==> config.mk <==
export PLATFORM = sky130hd
export DESIGN_NAME = irq_ctl
export DESIGN_NICKNAME = d
export VERILOG_FILES = /design/src/rtl/irq_pkg.sv /design/src/rtl/irq_ctl_sync_edge.sv /design/src/rtl/irq_ctl.sv
export SDC_FILE = /design/constraint.sdc
export NUM_CORES = 1
export LEC_CHECK = 0
export BUFFER_PORTS_ARGS = -buffer_cell sky130_fd_sc_hd__clkbuf_2
export CAP_MARGIN = 20
export CORE_MARGIN = 3
export CORE_UTILIZATION = 45
export CTS_BUF_LIST = sky130_fd_sc_hd__clkbuf_16
export DETAILED_ROUTE_END_ITERATION = 16
export GPL_TIMING_DRIVEN = 0
export PLACE_DENSITY = 0.67
export SLEW_MARGIN = 10
export SYNTH_ARGS = -nofsm -noshare
export SYNTH_HDL_FRONTEND = slang
export SYNTH_SLANG_ARGS = --single-unit
==> constraint.sdc <==
create_clock -name clk -period 3.3 [get_ports clk]
set_input_delay 0.33 -clock clk [delete_from_list [all_inputs] [get_ports clk]]
set_output_delay 0.33 -clock clk [all_outputs]
set_load 0.02 [all_outputs]
==> src/rtl/irq_pkg.sv <==
// Shared constants and helpers for the 65C02 interrupt controller.
// Register offsets, mode encodings and the vector priority encoder.
package irq_pkg;

   localparam logic [1:0] REG_STATUS = 2'd0;
   localparam logic [1:0] REG_ENABLE = 2'd1;
   localparam logic [1:0] REG_MODE   = 2'd2;
   localparam logic [1:0] REG_VECTOR = 2'd3;

   localparam logic MODE_LEVEL = 1'b0;
   localparam logic MODE_EDGE  = 1'b1;

   localparam logic [7:0] VEC_NONE = 8'h80;

   // Lowest-numbered active request wins; VEC_NONE when nothing is requesting.
   function automatic logic [7:0] lowest_vec(input logic [7:0] req);
      logic [7:0] vec;
      vec = VEC_NONE;
      casez (req)
         8'b???????1: vec = 8'h00;
         8'b??????10: vec = 8'h01;
         8'b?????100: vec = 8'h02;
         8'b????1000: vec = 8'h03;
         8'b???10000: vec = 8'h04;
         8'b??100000: vec = 8'h05;
         8'b?1000000: vec = 8'h06;
         8'b10000000: vec = 8'h07;
         default:     vec = VEC_NONE;
      endcase
      return vec;
   endfunction

endpackage

==> src/rtl/irq_ctl_sync_edge.sv <==
// Multi-stage synchronizer for one asynchronous request line, plus a
// one-flop history so the rising edge of the synchronized level is visible.
module sync_edge #(
   parameter int SYNC = 2
) (
   input  logic clk,
   input  logic RST,
   input  logic din,
   output logic lvl,
   output logic rise
);

   logic [SYNC-1:0] sync_r;
   logic            prev_r;

   // Shift the raw input through the synchronizer and remember the last level.
   always_ff @(posedge clk) begin
      if (!RST) begin
         sync_r <= {SYNC{1'b0}};
         prev_r <= 1'b0;
      end else begin
         sync_r <= {sync_r[SYNC-2:0], din};
         prev_r <= sync_r[SYNC-1];
      end
   end

   assign lvl  = sync_r[SYNC-1];
   assign rise = sync_r[SYNC-1] & ~prev_r;

endmodule

==> src/rtl/irq_ctl.sv <==
// Interrupt controller in front of the 65C02: synchronizes eight sources and
// NMI, latches or passes them per MODE, and exposes STATUS/ENABLE/MODE/VECTOR.
module irq_ctl
   import irq_pkg::*;
#(
   parameter logic [15:0] BASE = 16'hFE00,
   parameter int          SYNC = 2
) (
   input  logic        clk,
   input  logic        RST,
   input  logic [15:0] AD,
   input  logic [7:0]  DO,
   input  logic        WE,
   input  logic [7:0]  SRC,
   input  logic        NMI_IN,
   output logic [7:0]  RD,
   output logic        RD_VLD,
   output logic        IRQ,
   output logic        NMI
);

   logic [7:0] lvl_s;
   logic [7:0] rise_s;
   logic       nmi_lvl_unused_s;
   logic       nmi_rise_s;

   logic       hit_s;
   logic       wr_s;
   logic       rd_s;
   logic [1:0] off_s;
   logic [7:0] status_clr_s;
   logic       vec_ack_s;
   logic [7:0] pend_nxt_s;
   logic [7:0] rd_mux_s;

   logic [7:0] pend_r;
   logic [7:0] enable_r;
   logic [7:0] mode_r;
   logic       nmi_r;
   logic       irq_r;
   logic [7:0] rd_r;
   logic       rd_vld_r;

   for (genvar n = 0; n < 8; n++) begin : g_src
      sync_edge #(.SYNC(SYNC)) u_sync (
         .clk  (clk),
         .RST  (RST),
         .din  (SRC[n]),
         .lvl  (lvl_s[n]),
         .rise (rise_s[n])
      );
   end

   sync_edge #(.SYNC(SYNC)) u_nmi_sync (
      .clk  (clk),
      .RST  (RST),
      .din  (NMI_IN),
      .lvl  (nmi_lvl_unused_s),
      .rise (nmi_rise_s)
   );

   assign hit_s        = (AD[15:2] == BASE[15:2]);
   assign off_s        = AD[1:0];
   assign wr_s         = hit_s & WE;
   assign rd_s         = hit_s & ~WE;
   assign status_clr_s = (wr_s && (off_s == REG_STATUS)) ? DO : 8'h00;
   assign vec_ack_s    = wr_s && (off_s == REG_VECTOR);

   // A fresh edge beats a same-cycle STATUS clear; level sources just follow
   // the synchronized input, which also drops any bit latched in edge mode.
   assign pend_nxt_s = (mode_r & (rise_s | (pend_r & ~status_clr_s)))
                     | (~mode_r & lvl_s);

   // Read data selection for the addressed register.
   always_comb begin
      rd_mux_s = 8'h00;
      case (off_s)
         REG_STATUS: rd_mux_s = pend_r;
         REG_ENABLE: rd_mux_s = enable_r;
         REG_MODE:   rd_mux_s = mode_r;
         REG_VECTOR: rd_mux_s = lowest_vec(pend_r & enable_r);
         default:    rd_mux_s = 8'h00;
      endcase
   end

   // Pending vector, NMI latch and the registered IRQ request.
   always_ff @(posedge clk) begin
      if (!RST) begin
         pend_r <= 8'h00;
         nmi_r  <= 1'b0;
         irq_r  <= 1'b0;
      end else begin
         pend_r <= pend_nxt_s;
         nmi_r  <= nmi_rise_s | (nmi_r & ~vec_ack_s);
         irq_r  <= |(pend_r & enable_r);
      end
   end

   // Software-writable ENABLE and MODE registers.
   always_ff @(posedge clk) begin
      if (!RST) begin
         enable_r <= 8'h00;
         mode_r   <= {8{MODE_LEVEL}};
      end else begin
         if (wr_s && (off_s == REG_ENABLE)) begin
            enable_r <= DO;
         end
         if (wr_s && (off_s == REG_MODE)) begin
            mode_r <= DO;
         end
      end
   end

   // Read port: one-cycle latency to line up with the core's DI sampling.
   always_ff @(posedge clk) begin
      if (!RST) begin
         rd_r     <= 8'h00;
         rd_vld_r <= 1'b0;
      end else begin
         rd_vld_r <= rd_s;
         if (rd_s) begin
            rd_r <= rd_mux_s;
         end
      end
   end

   assign RD     = rd_r;
   assign RD_VLD = rd_vld_r;
   assign IRQ    = irq_r;
   assign NMI    = nmi_r;

endmodule

# == Word level (Yosys, flattened, before mapping) ==
# Cells that the tools add are included.
# op_classes
magnitude_cmp,0
div_mod_pow,0
n_shift,0
bitwise,32
add_sub_neg,0
multipliers,0
eq_ne,11
n_reduce_logical,6
muxes,3
# ops
cell,count
$pmux W8 S8,1
$and A8 B8 Y8,4
$pmux W8 S4,1
$not A8 Y8,2
$or A8 B8 Y8,2
$eq A14 B14 Y1 const B,1
$and A1 B1 Y1,12
$not A1 Y1,11
$eq A8 B8 Y1 const B,1
$mux W8,1
$reduce_or A8 Y1,1
$eq A7 B7 Y1 const B,1
$eq A2 B2 Y1 const B,3
$eq A6 B6 Y1 const B,1
$eq A5 B5 Y1 const B,1
$eq A4 B4 Y1 const B,1
$logic_and A1 B1 Y1,4
$eq A3 B3 Y1 const B,1
$eq A2 B1 Y1 const B,1
$logic_not A2 Y1,1
$or A1 B1 Y1,1
# totals
input_bits,36
rom_bits,0
n_memories,0
wordCells,77
ram_bits,0
out_inout_bits,11
latchBits,0
regBits,62

# == Longest topological paths before layout ==
# depth
ltp_word,9
depth_mapped,6
mapped_depth_nobuf,5

# == Cells and area by module ==
# Synthesis repeated with hierarchy kept, for this count alone.
# hier_totals
hier_cells,277
hier_area_um2,2537.4
# modules_own_cells
module,cells_each,seq_area_each_um2,area_per_inst_um2,n_inst
irq_ctl,214,700.7,1704.1,1
sync_edge,7,60.1,92.6,9

# == Worst setup path after synthesis ==
# No wires, ideal clock.
# synth_path
path_type,input -> register
start,in AD[3]
end,reg rd_r[1] (netlist: RD[1])
setup_ns,0.072
required_ns,3.228
path_buffers,1
path_slack_ns,1.681
path_stages,6
t_arrival_ns,1.547
cell_sequence,nor4_4 nand4_1 or2_1 buf_6 or3_1 a21oi_1
# synth_between
elab_chain_len,2
# synth_lines
item,line,source
"start, declared",irq_ctl.sv:11,"input logic [15:0] AD,"
$eq A14 B14 Y1,irq_ctl.sv:62,assign hit_s = (AD[15:2] == BASE[15:2]);
$and A1 B1 Y1,irq_ctl.sv:65,assign rd_s = hit_s & ~WE;
"end signal, assigned",irq_ctl.sv:122,rd_r <= rd_mux_s;
"end, declared",irq_ctl.sv:41,logic [7:0] rd_r;
# Every way passes these cells.
# A chain may end at the register's enable or synchronous reset.

# == Worst setup path in the final report ==
# layout_path
start,reg pend_r[1]
end,reg rd_r[2] (netlist: RD[2])
# layout_between
elab_chain_len,4
elab_cells_between_ends,10
cone_classes,eq/ne (7); mux (2); bitwise (1)
# layout_lines
item,line,source
"start, declared",irq_ctl.sv:36,logic [7:0] pend_r;
"start signal, assigned",irq_ctl.sv:93,pend_r <= pend_nxt_s;
$and A8 B8 Y8 (*),irq_ctl.sv:81,REG_VECTOR: rd_mux_s = lowest_vec(pend_r & enable_r);
"$eq A8 B8 Y1, or another cell as far along",irq_pkg.sv:19,casez (req)
$pmux W8 S8 (*),irq_pkg.sv:19,
$pmux W8 S4 (*),irq_ctl.sv:77,case (off_s)
# Every way passes the cells marked *; elsewhere a longest branch is shown, timed or not.

==> flow_metrics.env <==
export IMPL_routed_wl_um=4900
export IMPL_fin_crit_ps=1700
export IMPL_r2r_start="pend_r[1]"
export IMPL_clkSlewWorstSetupHoldPaths_ps=50
export IMPL_path_max_fanout=5
export IMPL_grt_max_degree=12
export IMPL_postLayoutCoreUtil_pct=59.1
export IMPL_hp_start="SRC[0]"
export IMPL_rsz0062_at_grt="no"
export IMPL_fin_tns_setup_ps=0
export IMPL_design_core_area_sq_um=5140
export IMPL_final_cell_mix="62 x dfxtp_1, 45 x clkbuf_2, 29 x nor2_1"
export IMPL_chipHeight_um=79.2
export IMPL_io_buffers=45
export IMPL_nNetsFinal=344
export IMPL_diodes=0
export IMPL_finalClockSkew_ps=5.50
export IMPL_grt_usage_pct=17.7
export IMPL_ys_seq_elements=62
export IMPL_slew_headroom_pct=58.9
export IMPL_synth_edff_count=0
export IMPL_first_pass_iters=4
export IMPL_period_share_pct=51.6
export IMPL_antenna_found_initial=0
export IMPL_syn_to_final_growth_pct=26.0
export IMPL_dp_hpwl_um=3620
export IMPL_postRouteAntennaNets=0
export IMPL_synth_warnings=0
export IMPL_cts_buffer_depth=2
export IMPL_gp_congestion=0.821
export IMPL_synthArstFlopShare_pct=0
export IMPL_critPathCaptureType="register"
export IMPL_synth_nets=288
export IMPL_max_freq_mhz=588
export IMPL_hp_class="in2reg"
export IMPL_yosysSeqAreaShare_pct=51.5
export IMPL_cts_tree="done"
export IMPL_outcome="completed"
export IMPL_worst_pin_slew_ps=615
export IMPL_p_leak_nw=1.29
export IMPL_syn_area_sq_um=2410
export IMPL_cp_required_ps=3550
export IMPL_cts_resized_gates=0
export IMPL_worstPathArrival_ps=1950
export IMPL_vias_per_cell=4.91
export IMPL_start_util_pct=46.9
export IMPL_r2r_end="RD[2]"
export IMPL_worstSetupPathType="reg2reg"
export IMPL_dieArea_sq_um=6270
export IMPL_grt_pass1_vias=1769
export IMPL_io_pins=47
export IMPL_drc_errors=0
export IMPL_setup_viol=0
export IMPL_numClockSinks=62
export IMPL_post_cts_buffers=0
export IMPL_numCtsBuffers=9
export IMPL_grt_pass1_wl_um=8340
export IMPL_insertion_delay_ps=330
export IMPL_cts_root_buf="clkbuf_16"
export IMPL_ys_types=38
export IMPL_r2r_slack_ps=1600
export IMPL_drive_gt1_share_pct=21.1
export IMPL_hold_path_end="g_src[0].u_sync.sync_r[0]"
export IMPL_syn_mean_instance_area_sq_um=9.57
export IMPL_startpoint_type="register"
export IMPL_synth_flop_cell="dfxtp_1"
export IMPL_netlist_instances=252
export IMPL_hold_violations=0
export IMPL_chipWidth_um=79.2
export IMPL_r2r_cells=5
export IMPL_whs_path_depth=2
export IMPL_final_common_cell="dfxtp_1"
export IMPL_ir_drop_mv=0.426
export IMPL_grt_overflow=0
export IMPL_rows=26
export IMPL_power_mw=1.81
export IMPL_wl_per_cell_um=12.8
export IMPL_first_iter_violations=104
export IMPL_maxSlewViolCount=0
export IMPL_holdBufCountCts=0
export IMPL_vias=1879
export IMPL_cap_violations=0
export IMPL_powerDensity_nw_per_um2=597
export IMPL_htree_levels=3
[stage by stage]
step | hold WS [ps] | area [sq um] | setup WS [ps] | std cells
after floorplan | 412 | 2410 | 1680 | 252
after global placement | 413 | 2720 | 1310 | 367
final | 207 | 3040 | 1600 | 383
after CTS | 195 | 3040 | 1590 | 383
after detailed placement | 421 | 2720 | 1290 | 367
after global routing | 210 | 3040 | 1510 | 383
[registers in the layout (all words and copies together) (netlist names)]
name                 cells
g_src.u_sync.sync_r     16
RD                       8
enable_r                 8
g_src.u_sync.prev_r      8
mode_r                   8
pend_r                   8
u_nmi_sync.sync_r        2
IRQ                      1
NMI                      1
RD_VLD                   1
u_nmi_sync.prev_r        1
[synth_stat cells, types with 2 or more instances]
| cell | instances | area [sq um] |
|---|---|---|
| dfxtp_1 | 62 | 1240 |
| nor3b_1 | 2 | 15.0 |
| a32o_1 | 3 | 30.0 |
| nand2b_1 | 3 | 18.8 |
| o21ai_0 | 6 | 30.0 |
| mux2i_1 | 24 | 240 |
| a22o_1 | 2 | 17.5 |
| a21o_1 | 8 | 60.1 |
| nand4_1 | 3 | 18.8 |
| or3_1 | 2 | 12.5 |
| buf_4 | 2 | 15.0 |
| nor2_1 | 29 | 109 |
| nor2b_1 | 2 | 12.5 |
| nand2_1 | 21 | 78.8 |
| clkbuf_1 | 5 | 18.8 |
| inv_1 | 4 | 15.0 |
| and2_1 | 27 | 169 |
| a21oi_1 | 18 | 90.1 |
| buf_1 | 2 | 7.51 |
| nand3_1 | 9 | 45.0 |
[where the power goes]
| group | leakage (nW) | internal (mW) | switching (mW) |
|---|---|---|---|
| combinational | 0.634 | 0.0327 | 0.0395 |
| sequential | 0.505 | 0.766 | 0.00578 |
| clock | 0.155 | 0.655 | 0.315 |
[cells by family after synthesis]
| kind of cell | share of synthesized area, % |
|---|---|
| buf+inv | 2.96 |
| flops | 51.5 |
| compound gates | 11.9 |
| mux | 9.96 |
| simple gates | 23.7 |
[worst max-delay path by stage]
| stage | from | slack (ps) | endpoint |
|---|---|---|---|
| after floorplan | AD[3] | 1680 | RD[1] |
| after global placement | AD[3] | 1310 | pend_r[3] |
| after detailed placement | AD[3] | 1290 | pend_r[2] |
| after CTS | pend_r[1] | 1590 | RD[2] |
| after global routing | AD[3] | 1510 | pend_r[4] |
| final | pend_r[1] | 1600 | RD[2] |
[critical path, stage by stage, from the launching register on]
cell and delay (ps):
dfxtp_1 340, a22o_1 250, and3b_2 280, or3b_1 350, a211o_1 270, a21oi_1 130
[layout make-up]
class / count / area, sq um
fill: 491 / 2100
sequential: 62 / 1240
multi-input combinational: 175 / 1100
clock buffer: 9 / 225
timing repair buffer: 45 / 225
clock inverter: 7 / 88.8
tap: 70 / 87.6
buffer: 10 / 52.6
inverter: 5 / 18.8
[metal layers]
layer	track usage, %	vias to the layer above	routed length, um
met5	0	-	0
li1	-	983	-
met1	20.6	839	2190
met2	29.4	48	2260
met4	7.73	0	99
met3	6.01	9	343
No activity file was read; power rests on OpenSTA's default activity.
